`src/rtl/simple_memory_arbiter.sv`:
```
// Round-robin sequencer sharing one single-port register memory between two requesters.
// Each access takes three cycles: IDLE (arbitrate), ACCESS (memory strobe), DONE (ack).
module simple_memory_arbiter #(
  parameter int ADDR_W = 3,
  parameter int DATA_W = 8
) (
  input  logic              clk,
  input  logic              rst,
  input  logic              req0,
  input  logic              wr0,
  input  logic [ADDR_W-1:0] addr0,
  input  logic [DATA_W-1:0] wdata0,
  input  logic              req1,
  input  logic              wr1,
  input  logic [ADDR_W-1:0] addr1,
  input  logic [DATA_W-1:0] wdata1,
  output logic              ack0,
  output logic [DATA_W-1:0] rdata0,
  output logic              ack1,
  output logic [DATA_W-1:0] rdata1,
  output logic              mem_we,
  output logic              mem_re,
  output logic [ADDR_W-1:0] mem_addr,
  output logic [DATA_W-1:0] mem_din,
  input  logic [DATA_W-1:0] mem_dout,
  output logic              busy,
  output logic [1:0]        o_dbg_state
);

  typedef enum logic [1:0] {
    IDLE   = 2'd0,
    ACCESS = 2'd1,
    DONE   = 2'd2
  } state_t;

  state_t              r_state;
  state_t              w_next;
  logic                r_ptr;
  logic                r_winner;
  logic                r_ack0;
  logic                r_ack1;
  logic [DATA_W-1:0]   r_rdata0;
  logic [DATA_W-1:0]   r_rdata1;
  logic                r_mem_we;
  logic                r_mem_re;
  logic [ADDR_W-1:0]   r_mem_addr;
  logic [DATA_W-1:0]   r_mem_din;
  logic                r_busy;

  logic                w_any_req;
  logic                w_grant;
  logic                w_sel_wr;
  logic [ADDR_W-1:0]   w_sel_addr;
  logic [DATA_W-1:0]   w_sel_wdata;

  // Requester 1 wins when it is alone, or when both ask and the pointer favours it.
  assign w_any_req   = req0 | req1;
  assign w_grant     = req1 & (~req0 | r_ptr);
  assign w_sel_wr    = w_grant ? wr1    : wr0;
  assign w_sel_addr  = w_grant ? addr1  : addr0;
  assign w_sel_wdata = w_grant ? wdata1 : wdata0;

  always_ff @(posedge clk) begin
    if (rst) r_state <= IDLE;
    else     r_state <= w_next;
  end

  always_comb begin
    w_next = r_state;
    case (r_state)
      IDLE:    if (w_any_req) w_next = ACCESS;
      ACCESS:  w_next = DONE;
      DONE:    w_next = IDLE;
      default: w_next = IDLE;
    endcase
  end

  always_ff @(posedge clk) begin
    if (rst) begin
      r_ptr      <= 1'b0;
      r_winner   <= 1'b0;
      r_ack0     <= 1'b0;
      r_ack1     <= 1'b0;
      r_rdata0   <= '0;
      r_rdata1   <= '0;
      r_mem_we   <= 1'b0;
      r_mem_re   <= 1'b0;
      r_mem_addr <= '0;
      r_mem_din  <= '0;
      r_busy     <= 1'b0;
    end else begin
      case (r_state)
        IDLE: begin
          if (w_any_req) begin
            r_winner   <= w_grant;
            r_mem_addr <= w_sel_addr;
            r_mem_din  <= w_sel_wdata;
            r_mem_we   <= w_sel_wr;
            r_mem_re   <= ~w_sel_wr;
            r_busy     <= 1'b1;
          end
        end
        ACCESS: begin
          // Writes report zero read data; the loser's outputs are left alone.
          r_mem_we <= 1'b0;
          r_mem_re <= 1'b0;
          if (r_winner) begin
            r_ack1   <= 1'b1;
            r_rdata1 <= r_mem_re ? mem_dout : '0;
          end else begin
            r_ack0   <= 1'b1;
            r_rdata0 <= r_mem_re ? mem_dout : '0;
          end
        end
        DONE: begin
          r_ack0 <= 1'b0;
          r_ack1 <= 1'b0;
          r_busy <= 1'b0;
          r_ptr  <= ~r_winner;
        end
        default: begin
          r_ack0   <= 1'b0;
          r_ack1   <= 1'b0;
          r_mem_we <= 1'b0;
          r_mem_re <= 1'b0;
          r_busy   <= 1'b0;
        end
      endcase
    end
  end

  assign ack0        = r_ack0;
  assign ack1        = r_ack1;
  assign rdata0      = r_rdata0;
  assign rdata1      = r_rdata1;
  assign mem_we      = r_mem_we;
  assign mem_re      = r_mem_re;
  assign mem_addr    = r_mem_addr;
  assign mem_din     = r_mem_din;
  assign busy        = r_busy;
  assign o_dbg_state = r_state;

endmodule

```
`config.mk`:
```
export PLATFORM = sky130hd
export DESIGN_NAME = simple_memory_arbiter
export DESIGN_NICKNAME = d
export VERILOG_FILES = /design/src/rtl/simple_memory_arbiter.sv
export SDC_FILE = /design/constraint.sdc
export NUM_CORES = 1
export LEC_CHECK = 0
export BUFFER_PORTS_ARGS = -buffer_cell sky130_fd_sc_hd__clkbuf_2
export CELL_PAD_IN_SITES_DETAIL_PLACEMENT = 2
export CELL_PAD_IN_SITES_GLOBAL_PLACEMENT = 2
export CORE_MARGIN = 10
export CORE_UTILIZATION = 26
export CTS_BUF_LIST = sky130_fd_sc_hd__clkbuf_4 sky130_fd_sc_hd__clkbuf_8
export DETAILED_ROUTE_END_ITERATION = 10
export PLACE_DENSITY = 0.89
export SYNTH_ARGS = -nofsm -noshare
export SYNTH_HDL_FRONTEND = slang
export SYNTH_SLANG_ARGS = --single-unit
```
`constraint.sdc`:
```
create_clock -name clk -period 1.8 [get_ports clk]
set_clock_uncertainty 0.15 [all_clocks]
set_input_delay 0.36 -clock clk [delete_from_list [all_inputs] [get_ports clk]]
set_output_delay 0.36 -clock clk [all_outputs]
set_load 0.05 [all_outputs]
```
==> load_flow_metrics.sql, run 1 <==
INSERT INTO impl_metrics (metric_group, metric, value, unit) VALUES
('outcome', 'outcome', 'finished, final reports clean', ''),
('drt', 'detail_route.drc_violations', '0', ''),
('place', 'detailed_place_hpwl', '4.23', 'mm'),
('power', 'pwr-share-comb', '24.2', '%'),
('drt', 'drt_pass1_iterations', '4', ''),
('cells_and_area', 'nets', '276', ''),
('global_routing', 'grt_antenna_before_repair', '0', ''),
('cells_and_area', 'area_growth_syn_to_layout', '35.2', '%'),
('floorplanning', 'core', '0.00547', 'mm^2'),
('setup_path', 'critical_path.max_fanout', '7', ''),
('timing', 'relative_slew_margins', '69.5', '%'),
('floorplanning', 'fp.dieArea', '0.00900', 'mm^2'),
('power', 'vdd_ir_drop_max', '0.362', 'mV'),
('synthesis', 'asyncSetResetFlopFracSynth', '0', '%'),
('floorplanning', 'floorplan.die.height', '94.9', 'um'),
('setup_path', 'cp-end-kind', 'output port', ''),
('timing', 'finalSetupViolations', '0', ''),
('clock_network', 'clock_root_buffer', 'sky130_fd_sc_hd__clkbuf_8', ''),
('job', 'drv.max_cap_violation_count', '0', ''),
('drt', 'met2_wirelength', '3.02', 'mm'),
('global_routing', 'overall_routing_resource_usage', '12.1', '%'),
('drt', 'detail_route.iter0.violations', '25', ''),
('floorplanning', 'die_w', '94.9', 'um'),
('floorplanning', 'placementRows', '27', ''),
('setup_path', 'critical_path_buf_inv_count', '1', ''),
('clock_network', 'worst_setup_hold_path_clk_slew', '0.07', 'ns'),
('clock_network', 'insertion_delay_to_the_later_sink_of_the_worst_skew_pair', '0.29', 'ns'),
('clock_network', 'clock_sinks', '36', ''),
('drt', 'antenna_left', '0', ''),
('setup_path', 'slowest_stage', 'sky130_fd_sc_hd__dfxtp_1', ''),
('power', 'power_frac_clock', '29.2', '%'),
('clock_network', 'cts_tree', 'yes', ''),
('timing', 'setup_repair_after_global_routing_missed_its_margin', 'false', ''),
('drt', 'wirelength', '5.40', 'mm'),
('timing', 'hold_viol_final', '0', ''),
('drt', 'routed-wl-met3', '277', 'um'),
('drt', 'vias_per_cell', '4.70', ''),
('setup_path', 'path_delay_family', 'flip-flops', ''),
('drt', 'topRoutingLayerUsed', 'met4', ''),
('place', 'portbufs', '69', ''),
('clock_network', 'clockBufferDepth', '2', ''),
('synthesis', 'part_of_the_yosys_area_used_for_sequential_elements', '49.4', '%'),
('timing', 'fmaxAchievable', '0.597', 'GHz'),
('cells_and_area', 'layout.filler_cells', '663', ''),
('timing', 'timing_max_transition_violations_final', '0', ''),
('synthesis', 'warnings_from_yosys', '0', ''),
('drt', 'routed_wire_length_per_instance', '17.3', 'um'),
('setup_path', 'criticalPathCategory', 'reg -> out', ''),
('power', 'static-leakage-power', '0.867', 'nW'),
('synthesis', 'yosysMostFrequentCell', 'sky130_fd_sc_hd__nand2_1', ''),
('global_routing', 'gr-total-overflow', '0', ''),
('timing', 'worst-slew-pin-transition', '0.453', 'ns'),
('clock_network', 'cts_htree_levels', '2', ''),
('synthesis', 'register_bit_total_from_synthesis', '36', ''),
('setup_path', 'required', '1.29', 'ns'),
('clock_network', 'cts_made_buffers', '5', ''),
('synthesis', 'synth_cells', '170', ''),
('drt', 'route.layer.met1.wl', '1.98', 'mm'),
('timing', 'min_period_over_period', '93.0', '%'),
('min_path', 'timing.hold.worst.class', 'in -> reg', ''),
('synthesis', 'yosys-top-cells-count', '41 x sky130_fd_sc_hd__nand2_1, 36 x sky130_fd_sc_hd__dfxtp_1, 19 x sky130_fd_sc_hd__a21oi_1', ''),
('timing', 'setup_tns', '0', 'ns'),
('synthesis', 'post_synth_instance_area', '0.00146', 'mm^2'),
('cells_and_area', 'antenna_cells_inserted', '0', ''),
('clock_network', 'cts-hold-fix-buffers', '0', ''),
('place', 'finalWeightedCongestion', '0.739', ''),
('synthesis', 'synth_edf_count', '0', ''),
('global_routing', 'wire_length_of_the_first_global_routing_pass', '8.25', 'mm'),
('synthesis', 'synth.largest_area_cell', 'sky130_fd_sc_hd__dfxtp_1', ''),
('floorplanning', 'initial_utilization', '26.6', '%'),
('global_routing', 'maximum_number_of_pins_on_one_net_before_global_route_repair', '26', '');
worst paths after layout:
path                    endpoint  cells past startpoint  slack (ns)      startpoint
hold / removal        mem_din[0]                      3        0.17       wdata0[0]
hold reg to reg             busy                      2        0.30            busy
setup / recovery  o_dbg_state[1]                      1        0.13  o_dbg_state[1]
setup reg to reg       rdata0[2]                      4        0.30  o_dbg_state[1]
per-layer routing:
layer | GRT usage [%] | vias to the layer above
li1 | - | 727
met1 | 11.8 | 702
met2 | 22.4 | 28
met3 | 4.36 | 8
met4 | 5.11 | 0
met5 | 0 | -
power groups by stage:
stage,Combinational (mW),Clock (mW),Sequential (mW)
2_1_floorplan,0.165,0,1.05
3_3_place_gp,0.450,0,0.895
3_5_place_dp,0.463,0,0.899
4_1_cts,0.464,0.577,0.881
5_1_grt,0.493,0.615,0.889
6_report,0.457,0.551,0.881
sequential cells by signal, summed over array words and instances, names as in the netlist:
signal       flops
mem_din          8
mem_we           1
busy             1
ack0             1
rdata1           8
mem_addr         3
o_dbg_state      2
r_ptr            1
ack1             1
mem_re           1
rdata0           8
r_winner         1
cell type report:
| class | count | area (um^2) | share of cell area [%] |
|---|---|---|---|
| flip-flops and latches | 36 | 722 | 36.6 |
| clock inverters | 1 | 5.00 | 0.254 |
| well taps | 72 | 90.1 | 4.57 |
| multi-input cells | 119 | 663 | 33.7 |
| repair buffers | 75 | 403 | 20.4 |
| clock buffers | 6 | 76.3 | 3.87 |
| inverters | 3 | 11.3 | 0.571 |
cell families (layout without fill, tap and decap cells):
family / count (synthesis) / after routing / synth area share (%)
flops: 36 / 36 / 49.4
buf+inv: 15 / 85 / 5.06
mux: 2 / 2 / 1.37
simple gates: 82 / 82 / 25.1
compound gates: 35 / 35 / 19.1
stage by stage:
stage | setup WS [ns] | area, um^2 | instances | hold WS [ns] | util (%)
final | 0.126 | 1970 | 312 | 0.170 | 36.0
after global routing | 0.0392 | 1970 | 312 | 0.170 | 36.0
after CTS | 0.0604 | 1970 | 312 | 0.165 | 36.0
after detailed placement | 0.181 | 1890 | 305 | 0.290 | 34.5
after global placement | 0.304 | 1890 | 305 | 0.289 | 34.5
after floorplan | 0.153 | 1460 | 170 | 0.314 | -
cell usage in the layout, fill, tap and decap left out, types with 2 or more instances in the layout:
cell type / count
sky130_fd_sc_hd__inv_1: 2
sky130_fd_sc_hd__a311oi_2: 8
sky130_fd_sc_hd__nor2_1: 16
sky130_fd_sc_hd__clkbuf_8: 5
sky130_fd_sc_hd__clkbuf_2: 69
sky130_fd_sc_hd__dfxtp_1: 35
sky130_fd_sc_hd__nand3_1: 17
sky130_fd_sc_hd__a21oi_1: 19
sky130_fd_sc_hd__a311oi_1: 3
sky130_fd_sc_hd__buf_4: 5
sky130_fd_sc_hd__o21ai_0: 2
sky130_fd_sc_hd__mux2i_1: 2
sky130_fd_sc_hd__nand2_1: 41
what timing repair did:
| item | in CTS | in global routing |
|---|---|---|
| gates resized for setup | 0 | 1 |
| setup buffers | 0 | 0 |
| setup endpoints to repair | 0 | 1 |
Power figures use the tool's default switching activity.
==> run 2, diff against run 1 <==
--- a/config.mk
+++ b/config.mk
@@ -9,10 +9,9 @@
 export CELL_PAD_IN_SITES_DETAIL_PLACEMENT = 2
 export CELL_PAD_IN_SITES_GLOBAL_PLACEMENT = 2
 export CORE_MARGIN = 10
-export CORE_UTILIZATION = 26
-export CTS_BUF_LIST = sky130_fd_sc_hd__clkbuf_4 sky130_fd_sc_hd__clkbuf_8
+export CORE_UTILIZATION = 24
 export DETAILED_ROUTE_END_ITERATION = 10
-export PLACE_DENSITY = 0.89
+export PLACE_DENSITY = 0.83
 export SYNTH_ARGS = -nofsm -noshare
 export SYNTH_HDL_FRONTEND = slang
 export SYNTH_SLANG_ARGS = --single-unit
==> load_flow_metrics.sql, run 2 (synthesized netlist as in run 1, its figures left out) <==
INSERT INTO impl_metrics (metric_group, metric, value, unit) VALUES
('cells_and_area', 'commonest_non_fill_non_tap_cells_in_the_layout', '69 x sky130_fd_sc_hd__clkbuf_2, 41 x sky130_fd_sc_hd__nand2_1, 35 x sky130_fd_sc_hd__dfxtp_1, 19 x sky130_fd_sc_hd__a21oi_1, 17 x sky130_fd_sc_hd__nand3_1', ''),
('place', 'portbufs', '69', ''),
('power', 'static-leakage-power', '0.868', 'nW'),
('timing', 'min_period_over_period', '92.6', '%'),
('floorplanning', 'fp.dieArea', '0.00959', 'mm^2'),
('min_path', 'timing.hold.worst.class', 'in -> reg', ''),
('cells_and_area', 'nets', '277', ''),
('cells_and_area', 'antenna_cells_inserted', '0', ''),
('drt', 'via_count', '1493', ''),
('power', 'vdd_ir_drop_max', '0.292', 'mV'),
('cells_and_area', 'most_common_cell_after_layout_fill_and_taps_aside', 'sky130_fd_sc_hd__clkbuf_2', ''),
('floorplanning', 'floorplan.die.height', '97.9', 'um'),
('setup_path', 'slowest_stage', 'sky130_fd_sc_hd__dfxtp_1', ''),
('timing', 'timing_max_transition_violations_final', '0', ''),
('global_routing', 'overall_routing_resource_usage', '11.1', '%'),
('cells_and_area', 'post_route_cells_drive_above_1_share', '39.4', '%'),
('timing', 'fmaxAchievable', '0.600', 'GHz'),
('floorplanning', 'initial_utilization', '24.6', '%'),
('clock_network', 'clock_sinks', '36', ''),
('setup_path', 'cell_chain_critical_path', 'clkbuf_2', ''),
('floorplanning', 'core', '0.00592', 'mm^2'),
('setup_path', 'cp-start-kind', 'register', ''),
('drt', 'antenna_left', '0', ''),
('timing', 'finalSetupViolations', '0', ''),
('cells_and_area', 'seqCellArea', '722', 'um^2'),
('floorplanning', 'die_w', '97.9', 'um'),
('drt', 'routed_wire_length_per_instance', '16.8', 'um'),
('cells_and_area', 'multi_input_comb_area', '663', 'um^2'),
('floorplanning', 'placementRows', '28', ''),
('timing', 'hold_viol_final', '0', ''),
('clock_network', 'insertion_delay_to_the_later_sink_of_the_worst_skew_pair', '0.29', 'ns'),
('cells_and_area', 'layout.filler_cells', '697', ''),
('clock_network', 'worst_setup_hold_path_clk_slew', '0.07', 'ns'),
('clock_network', 'cts_tree', 'yes', ''),
('timing', 'fin_ws', '0.133', 'ns'),
('place', 'dpl_cell_area', '0.00190', 'mm^2'),
('global_routing', 'grt_pass1_vias', '1687', ''),
('setup_path', 'required', '1.29', 'ns'),
('outcome', 'outcome', 'finished, final reports clean', ''),
('job', 'drv.max_cap_violation_count', '0', ''),
('place', 'dp.cells', '309', ''),
('global_routing', 'wire_length_of_the_first_global_routing_pass', '8.73', 'mm'),
('cells_and_area', 'fin_cells', '316', ''),
('setup_path', 'critPathArrivalTime', '1.16', 'ns'),
('floorplanning', 'i_o_pin_count', '70', ''),
('timing', 'setup_repair_after_global_routing_missed_its_margin', 'false', ''),
('global_routing', 'maximum_number_of_pins_on_one_net_before_global_route_repair', '24', ''),
('timing', 'relative_slew_margins', '70.9', '%'),
('clock_network', 'cts.repair_timing.setup_buffer_count', '0', ''),
('cells_and_area', 'area_growth_syn_to_layout', '35.7', '%'),
('clock_network', 'cts_made_buffers', '5', ''),
('drt', 'drt_pass1_iterations', '4', ''),
('timing', 'worst-slew-pin-transition', '0.432', 'ns'),
('setup_path', 'criticalPathCategory', 'reg -> out', ''),
('clock_network', 'clock_root_buffer', 'sky130_fd_sc_hd__clkbuf_8', ''),
('setup_path', 'path_delay_family', 'flip-flops', ''),
('setup_path', 'longest_individual_stage_delay_on_the_worst_path', '0.52', 'ns'),
('global_routing', 'gr-total-overflow', '0', ''),
('cells_and_area', 'post-route-util', '33.4', '%'),
('cells_and_area', 'finalInstanceArea', '0.00198', 'mm^2'),
('clock_network', 'clockBufferDepth', '2', ''),
('setup_path', 'cp-end-kind', 'output port', ''),
('timing', 'fin_crit', '1.67', 'ns'),
('drt', 'vias_per_cell', '4.72', ''),
('setup_path', 'critical_path_buf_inv_count', '1', ''),
('place', 'dp_worst_setup_slack', '0.218', 'ns'),
('clock_network', 'cts_htree_levels', '2', ''),
('drt', 'detail_route.drc_violations', '0', ''),
('setup_path', 'critical_path.max_fanout', '7', ''),
('drt', 'wirelength', '5.30', 'mm'),
('drt', 'detail_route.iter0.violations', '24', ''),
('place', 'finalWeightedCongestion', '0.747', ''),
('global_routing', 'grt_antenna_before_repair', '0', ''),
('place', 'detailed_place_hpwl', '4.30', 'mm'),
('timing', 'setup_tns', '0', 'ns'),
('power', 'power-per-cell-area', '954', 'mW/mm^2');
[run 2: report_power, final]
part | internal [mW] | switching, mW | total (mW)
clock | 0.263 | 0.285 | 0.548
combinational | 0.137 | 0.323 | 0.459
sequential | 0.845 | 0.0343 | 0.880
total | 1.25 | 0.642 | 1.89
[run 2: final timing paths]
path,endpoint,startpoint,cells past startpoint,slack [ns]
max reg2reg,rdata1[1],o_dbg_state[1],4,0.32
max,o_dbg_state[1],o_dbg_state[1],1,0.13
min reg2reg,busy,busy,2,0.30
min,o_dbg_state[0],rst,2,0.15
[run 2: layout make-up]
class / instances / share of cell area, %
Timing Repair Buffer: 76 / 20.7
Clock inverter: 1 / 0.253
Sequential cell: 36 / 36.5
Tap cell: 75 / 4.74
Multi-Input combinational cell: 119 / 33.5
Clock buffer: 6 / 3.67
Inverter: 3 / 0.569
[run 2: repair_timing]
| action | 4_1_cts | 5_1_grt |
|---|---|---|
| hold buffers | 0 | 0 |
| endpoints found under the hold margin | 0 | 0 |
| resized for setup | 0 | 1 |
| setup endpoints to repair | 0 | 1 |
[run 2: stage by stage]
stage | total power, mW | hold slack (ns)
2_1_floorplan | 1.21 | 0.314
3_3_place_gp | 1.35 | 0.284
3_5_place_dp | 1.37 | 0.299
4_1_cts | 1.92 | 0.158
5_1_grt | 1.99 | 0.157
6_report | 1.89 | 0.153
[run 2: routing by layer]
metal,up-vias,routed length (um),GRT usage [%]
li1,727,-,-
met1,723,2040,11.0
met2,33,2910,20.9
met3,10,228,3.03
met4,0,127,5.15
met5,-,0,0
